[src/rtl/mem_wb_skid_pkg.sv]
// mem_wb_skid_pkg: shared widths and writeback-source encodings for the MEM/WB boundary
package mem_wb_skid_pkg;
  localparam int XLEN  = 32;
  localparam int REGW  = 5;
  localparam int CNT_W = 32;
  typedef enum logic [1:0] {
    RES_ALU = 2'b00,
    RES_MEM = 2'b01,
    RES_PC4 = 2'b10,
    RES_RSV = 2'b11
  } res_src_e;
  function automatic logic res_src_legal(res_src_e s);
    return s != RES_RSV;
  endfunction
endpackage

[src/rtl/wb_result_mux.sv]
// wb_result_mux: 3:1 writeback value select on res_src, reserved code yields zero
module wb_result_mux
  import mem_wb_skid_pkg::*;
#(
  parameter int W = 32
) (
  input  res_src_e     sel_i,
  input  logic [W-1:0] result_i,
  input  logic [W-1:0] rdata_i,
  input  logic [W-1:0] pc4_i,
  output logic [W-1:0] data_o
);
  // select ALU/FPU result, load data or link address
  always_comb
    data_o = sel_i == RES_ALU ? result_i :
             sel_i == RES_MEM ? rdata_i  :
             sel_i == RES_PC4 ? pc4_i    : '0;
endmodule

[src/rtl/mem_wb_skid.sv]
// mem_wb_skid: MEM->WB boundary with 2-entry skid buffer, writeback select, forwarding and stall counter
module mem_wb_skid #(
  parameter int XLEN  = mem_wb_skid_pkg::XLEN,
  parameter int REGW  = mem_wb_skid_pkg::REGW,
  parameter int CNT_W = mem_wb_skid_pkg::CNT_W
) (
  input  logic             clk,
  input  logic             reset,
  input  logic             flush,
  input  logic             in_valid,
  output logic             in_ready,
  input  logic [XLEN-1:0]  in_result,
  input  logic [XLEN-1:0]  in_rdata,
  input  logic [XLEN-1:0]  in_pc4,
  input  logic [REGW-1:0]  in_rd,
  input  logic             in_reg_wr,
  input  logic             in_freg_wr,
  input  logic [1:0]       in_res_src,
  output logic             out_valid,
  input  logic             out_ready,
  output logic [XLEN-1:0]  wb_data,
  output logic [REGW-1:0]  wb_rd,
  output logic             wb_reg_wr,
  output logic             wb_freg_wr,
  output logic [XLEN-1:0]  fwd_data,
  output logic [REGW-1:0]  fwd_rd,
  output logic [CNT_W-1:0] stall_cnt
);
  import mem_wb_skid_pkg::*;
  typedef struct packed {
    logic [XLEN-1:0] result;
    logic [XLEN-1:0] rdata;
    logic [XLEN-1:0] pc4;
    logic [REGW-1:0] rd;
    logic            reg_wr;
    logic            freg_wr;
    res_src_e        res_src;
  } ent_t;
  ent_t h_q, h_d, s_q, s_d, in_e;
  logic h_v_q, h_v_d, s_v_q, s_v_d;
  logic [CNT_W-1:0] stall_q, stall_d;
  logic accept, pop;
  assign in_e     = '{result: in_result, rdata: in_rdata, pc4: in_pc4, rd: in_rd,
                      reg_wr: in_reg_wr, freg_wr: in_freg_wr, res_src: res_src_e'(in_res_src)};
  assign in_ready = ~s_v_q;
  assign accept   = in_valid & in_ready;
  assign pop      = h_v_q & out_ready;
  // next-state of head/skid entries: flush wins, then pop-driven shift, then fill empty slot
  always_comb begin
    h_d   = h_q;
    s_d   = s_q;
    h_v_d = h_v_q;
    s_v_d = s_v_q;
    if (flush) begin
      h_v_d = 1'b0;
      s_v_d = 1'b0;
    end else if (pop) begin
      h_d   = s_v_q ? s_q : accept ? in_e : h_q;
      h_v_d = s_v_q | accept;
      s_d   = s_v_q & accept ? in_e : s_q;
      s_v_d = s_v_q & accept;
    end else if (accept & ~h_v_q) begin
      h_d   = in_e;
      h_v_d = 1'b1;
    end else if (accept) begin
      s_d   = in_e;
      s_v_d = 1'b1;
    end
    stall_d = stall_q + CNT_W'(h_v_q & ~out_ready);
  end
  // entry, valid and counter registers
  always_ff @(posedge clk) begin
    if (reset) begin
      h_q     <= '0;
      s_q     <= '0;
      h_v_q   <= 1'b0;
      s_v_q   <= 1'b0;
      stall_q <= '0;
    end else begin
      h_q     <= h_d;
      s_q     <= s_d;
      h_v_q   <= h_v_d;
      s_v_q   <= s_v_d;
      stall_q <= stall_d;
    end
  end
  wb_result_mux #(.W(XLEN)) u_mux (
    .sel_i   (h_q.res_src),
    .result_i(h_q.result),
    .rdata_i (h_q.rdata),
    .pc4_i   (h_q.pc4),
    .data_o  (wb_data)
  );
  assign out_valid  = h_v_q;
  assign wb_rd      = h_q.rd;
  assign wb_reg_wr  = h_v_q & h_q.reg_wr & (|h_q.rd);
  assign wb_freg_wr = h_v_q & h_q.freg_wr;
  assign fwd_data   = wb_data;
  assign fwd_rd     = h_q.rd;
  assign stall_cnt  = stall_q;
  a_res_src: assert property (@(posedge clk) disable iff (reset) h_v_q |-> res_src_legal(h_q.res_src));
endmodule

[config.mk]
export PLATFORM = sky130hd
export DESIGN_NAME = mem_wb_skid
export DESIGN_NICKNAME = d
export VERILOG_FILES = /design/src/rtl/mem_wb_skid_pkg.sv /design/src/rtl/wb_result_mux.sv /design/src/rtl/mem_wb_skid.sv
export SDC_FILE = /design/constraint.sdc
export NUM_CORES = 1
export LEC_CHECK = 0
export CAP_MARGIN = 20
export CORE_MARGIN = 2
export CORE_UTILIZATION = 25
export CTS_CLUSTER_SIZE = 12
export DETAILED_ROUTE_END_ITERATION = 8
export PLACE_DENSITY = 0.49
export SLEW_MARGIN = 40
export SYNTH_ARGS = -nofsm -noshare
export SYNTH_HDL_FRONTEND = slang
export SYNTH_SLANG_ARGS = --single-unit
[constraint.sdc]
create_clock -name clk -period 3.4 [get_ports clk]
set_clock_uncertainty 0.05 [all_clocks]
set_input_delay 0.51 -clock clk [delete_from_list [all_inputs] [get_ports clk]]
set_output_delay 0.51 -clock clk [all_outputs]
set_load 0.01 [all_outputs]
# After elaboration in Yosys (flattened, before gate mapping)
# Cells that the tools add are included.
[word_totals] regBits=244 in_bits=110
[classes] add_sub_neg=1 n_eq_ne=5 muxes=15 n_bitwise=13 n_reduce_logical=8
[op_table] cell="two-way mux 105 bit" count=7
[op_table] cell="two-way mux 32 bit" count=3
[op_table] cell="adder 32 bit" count=1
[op_table] cell="AND 1 x 32 -> 32 bit" count=1
[op_table] cell="inverter 1 -> 32 bit" count=1
[op_table] cell="AND 1 bit" count=7
[op_table] cell="two-way mux 1 bit" count=5
[op_table] cell="OR reduction 5 bit" count=1
[op_table] cell="AND reduction 4 bit" count=1
[op_table] cell="nonzero test 2 bit" count=2
[op_table] cell="inequality test 3 bit (second input constant)" count=1
[op_table] cell="inverter 1 bit" count=3
[op_table] cell="AND reduction 3 bit" count=1
[op_table] cell="equality test 2 x 1 -> 1 bit (second input constant)" count=1
[op_table] cell="equality test 2 bit (second input constant)" count=1
[op_table] cell="logical NOT 2 bit" count=1
[op_table] cell="inequality test 2 x 1 -> 1 bit (second input constant)" count=1
[op_table] cell="inequality test 2 bit (second input constant)" count=1
[op_table] cell="AND reduction 2 bit" count=1
[op_table] cell="OR reduction 2 bit" count=1
[op_table] cell="bitwise OR 1 bit" count=1

# Longest topological paths before layout
[depth] ltp_word=5 ltp_mapped=10 ltp_nobuf=8

# Modules after synthesis
# A second synthesis with hierarchy kept.
[hier_totals] hier_cells=1238 area_unflattened_um2=10854.2
[by_module_without_submodules] module="mem_wb_skid" instances=1 cells_per_inst=1161 area_per_inst_um2=10067.2
[by_module_without_submodules] module="wb_result_mux" instances=1 cells_per_inst=77 area_per_inst_um2=787.0

# Least setup slack after synthesis
# No wires, ideal clock.
[synth_timing] kind="input to register" from="input out_ready" to="register stall_q[28], in the netlist stall_cnt[28]" arrival_time_ps=2200 required_time_ps=3227 slack_ps=1027 cell_stages=10 n_path_buf=2 path_cell_list="nand2b_1 > inv_2 > ha_1 > ha_1 > and4_1 > buf_2 > nand4_1 > buf_2 > nor3_1 > mux2_1"
[synth_between] elab_chain_cells=3
[synth_lines] element="start: declaration" line_no="mem_wb_skid.sv:20" text="input logic out_ready,"
[synth_lines] element="inverter 1 -> 32 bit" line_no="mem_wb_skid.sv:69" text="stall_d = stall_q + CNT_W'(h_v_q & ~out_ready);"
[synth_lines] element="AND 1 x 32 -> 32 bit" line_no="mem_wb_skid.sv:69"
[synth_lines] element="adder 32 bit" line_no="mem_wb_skid.sv:69"
[synth_lines] element="end signal: assignment" line_no="mem_wb_skid.sv:84" text="stall_q <= stall_d;"
[synth_lines] element="end: declaration" line_no="mem_wb_skid.sv:41" text="logic [CNT_W-1:0] stall_q, stall_d;"
# Every way passes these cells.
# A chain may end at the register's enable or synchronous reset.

# Worst setup path after layout
[layout_timing] from="register h_q[0] (netlist bit)" to="output fwd_data[0]"
[layout_between] elab_chain_cells=4 elab_cells_between_ends=6 cone_classes="2 x eq/ne; 3 x mux; 1 x reduce/logical"
[layout_lines] element="start: declaration" line_no="mem_wb_skid.sv:39" text="ent_t h_q, h_d, s_q, s_d, in_e;"
[layout_lines] element="start signal: assignment" line_no="mem_wb_skid.sv:74" text="h_q <= '0;"
[layout_lines] element="start signal: assignment" line_no="mem_wb_skid.sv:80" text="h_q <= h_d;"
[layout_lines] element="equality test 2 bit" line_no="wb_result_mux.sv:17" text="sel_i == RES_PC4 ? pc4_i : '0;"
[layout_lines] element="two-way mux 32 bit" line_no="wb_result_mux.sv:17"
[layout_lines] element="two-way mux 32 bit" line_no="wb_result_mux.sv:16" text="sel_i == RES_MEM ? rdata_i :"
[layout_lines] element="two-way mux 32 bit (*)" line_no="wb_result_mux.sv:15" text="data_o = sel_i == RES_ALU ? result_i :"
[layout_lines] element="end: declaration" line_no="mem_wb_skid.sv:25" text="output logic [XLEN-1:0] fwd_data,"
# Mark *: on every way between the ends. The rest lies on a longest branch, timed or not.

==> results.json <==
{
  "crit-reg2reg-launch": "out_valid",
  "clock_latency_ps": 550,
  "min_period_ps": 3220,
  "rsz0062_at_grt": "no",
  "drtIter0Drc": 499,
  "vias": 9028,
  "max_freq_mhz": 311,
  "seq_power_share_pct": 43.8,
  "cts-buffers-inserted": 28,
  "netSwitchingFraction_pct": 24.5,
  "synth-edff-count": 0,
  "r2r_cells": 8,
  "setup_tns_ps": 0,
  "grt_max_degree": 136,
  "start_util_pct": 25.3,
  "synth_top_family_by_area": "simple AND/OR/NAND/NOR gates",
  "synthMuxAreaShare_pct": 13.3,
  "synth-main-ff-cell": "dfxtp_1",
  "cts_hold_buffers": 0,
  "ys_ff_latch": 244,
  "utilization_pct": 33.4,
  "finalNetCount": 1513,
  "p_clk_share_pct": 44.9,
  "powerDensity_nw_per_um2": 481,
  "synthesis.area_um2": 10800,
  "whs_ps": 402,
  "grt.overflow.total": 0,
  "p_sw_uw": 1690,
  "grt_pass1_vias": 8484,
  "dpl_worst_slack_ps": 84.0,
  "cts_sinks": 244,
  "synth.net_count": 1377,
  "setup_violations": 0,
  "routabilityCongestion": 0.754,
  "grt_antenna_before_repair": 7,
  "synthArstFlopShare_pct": 0,
  "irDropWorstVdd_mv": 0.317,
  "yosysSeqAreaShare_pct": 45.1,
  "drive_above_1_share_pct": 6.33,
  "drv_slew": 0,
  "synth.most_common_cell": "nand2_1",
  "portBuffers": 219,
  "critPathLaunchType": "register",
  "setup_ws_ps": 183,
  "crit_arrival_ps": 2660,
  "final_cells": 2009,
  "ys_top_cells_by_count": "nand2_1 (253), dfxtp_1 (244), mux2i_1 (137)",
  "status": "finished, final reports clean",
  "area_growth_syn_to_layout_pct": 32.3,
  "pin_count": 220,
  "dpl.hpwl_um": 21700,
  "synth_xor_area_share_pct": 0.970,
  "endpoint_kind": "primary output",
  "worstHoldPathCells": 2,
  "cts_tree": "done",
  "die_w_um": 212,
  "max-cap-violations": 0,
  "ys_warn_count": 0,
  "cts.reportedPaths.clkPinSlew_ps": 60,
  "hold_violations": 0,
  "synth_compound_area_share_pct": 15.3,
  "drc": 0,
  "synth_cell_type_count": 39,
  "clock_path_buffers": 3,
  "row_count": 76,
  "synthTopCellsByArea": "dfxtp_1 (45%), mux2i_1 (13%), nand2_1 (8.8%)",
  "worst_r2r_endpoint": "stall_cnt[28]",
  "htreeDepth": 1,
  "synth-simple-area-share_pct": 17.2,
  "postRouteAntennaNets": 0,
  "wire_per_inst_um": 16.2,
  "syn_inst": 1264,
  "finalCritPeriodShare_pct": 94.6,
  "track_usage_pct": 14.1,
  "slew-limit-headroom_pct": 55.5,
  "hold_path_class": "register to register",
  "die_area_um2": 45000,
  "numPlacedInstances": 1954,
  "grt_pass1_wl_um": 49800,
  "clockRootBuffer": "clkbuf_16",
  "min_to": "s_q[41]",
  "worstSetupPathType": "register to primary output",
  "avgSynthCellArea_um2": 8.57,
  "core_um2": 42900,
  "cts_setup_buffers": 0,
  "viasPerCell": 4.49,
  "p_int_uw": 5210,
  "min_from": "s_q[41]",
  "yosys.area_share.adder_pct": 0.347,
  "worstPathRequired_ps": 2840,
  "die_h_um": 212,
  "synth_top_area_cell": "dfxtp_1",
  "worst_pin_slew_ps": 666,
  "power_frac_comb_pct": 11.3,
  "reg2reg_slack_ps": 600,
  "yosysTopAreaCellShare_pct": 45.1,
  "critPathMaxFanout": 21,
  "wl_um": 32600,
  "leakage_uw": 0.00553,
  "dr.pass1.iters": 5
}
flip-flops by register name (all words and copies together) (netlist names):
name	count
s_v_q	1
out_valid	1
h_q	100
fwd_rd	5
s_q	105
stall_cnt	32
cell type report:
cell class / count / area (um^2)
fillers: 4458 / 28600
clock buffers: 43 / 878
flip-flops and latches: 244 / 4890
diodes: 2 / 5.00
multi-input cells: 872 / 5140
well taps: 585 / 732
clock inverters: 9 / 73.8
inverters: 6 / 22.5
repair buffers: 248 / 2590
cells by family after synthesis:
kind of cell	Yosys count
mux	143
fa+ha+maj	3
xor+xnor	12
buf+inv	148
flops	244
compound gates	272
simple gates	442
placed cells by master, fill, tap and decap left out, drive strengths merged, types with 6 or more instances in the layout:
master,Yosys,layout
nor2,123,123
a21oi,118,118
nor2b,9,9
dfxtp,244,244
o21ai,39,39
clkinv,0,7
nand3,9,9
or3,9,9
mux2i,137,137
a211oi,107,107
buf,97,29
mux2,6,6
clkbuf,45,44
xor2,10,10
nand4,12,12
nor3,6,6
inv,6,7
nand2,253,253
clkdlybuf4s50,0,218
how the worst max path moves through the flow:
| stage | from | endpoint | cells after the start |
|---|---|---|---|
| final | h_q[0] | fwd_data[0] | 5 |
| after global routing | h_q[0] | wb_data[1] | 5 |
| after CTS | h_q[0] | wb_data[1] | 5 |
| after detailed placement | out_ready | stall_cnt[30] | 9 |
| after global placement | out_ready | stall_cnt[28] | 9 |
| after floorplan | out_ready | stall_cnt[28] | 10 |
metrics by stage:
| step | area [um^2] | total power [uW] |
|---|---|---|
| floorplan | 10800 | 3480 |
| global placement | 13300 | 3860 |
| detailed placement | 13400 | 3870 |
| CTS | 14300 | 7000 |
| global route | 14300 | 7200 |
| finish | 14300 | 6890 |
routing by layer:
layer | up-vias | track usage, % | share of wire [%]
met5 | - | 0 | 0.23
li1 | 4602 | - | -
met3 | 45 | 3.16 | 5.0
met4 | 10 | 2.89 | 1.7
met1 | 4184 | 18.9 | 46
met2 | 187 | 23.2 | 47
repair_timing:
action,4_1_cts,5_1_grt
endpoints found under the hold margin,0,0
resized for setup,0,1
endpoints found under the setup margin,0,4
critical path, cell delays in order, from the launching register on:
cell and delay (ps):
dfxtp_2 420, nor2b_4 540, buf_4 280, nand2_1 60
o21ai_0 180, clkdlybuf4s50_1 630
power groups by stage:
stage	clock network (uW)	registers (uW)	logic (uW)
floorplan	0	3060	425
finish	3090	3020	780
global placement	0	3080	783
global route	3310	3030	859
CTS	3190	3020	793
detailed placement	0	3080	789
(Power assumes the default switching activity.)
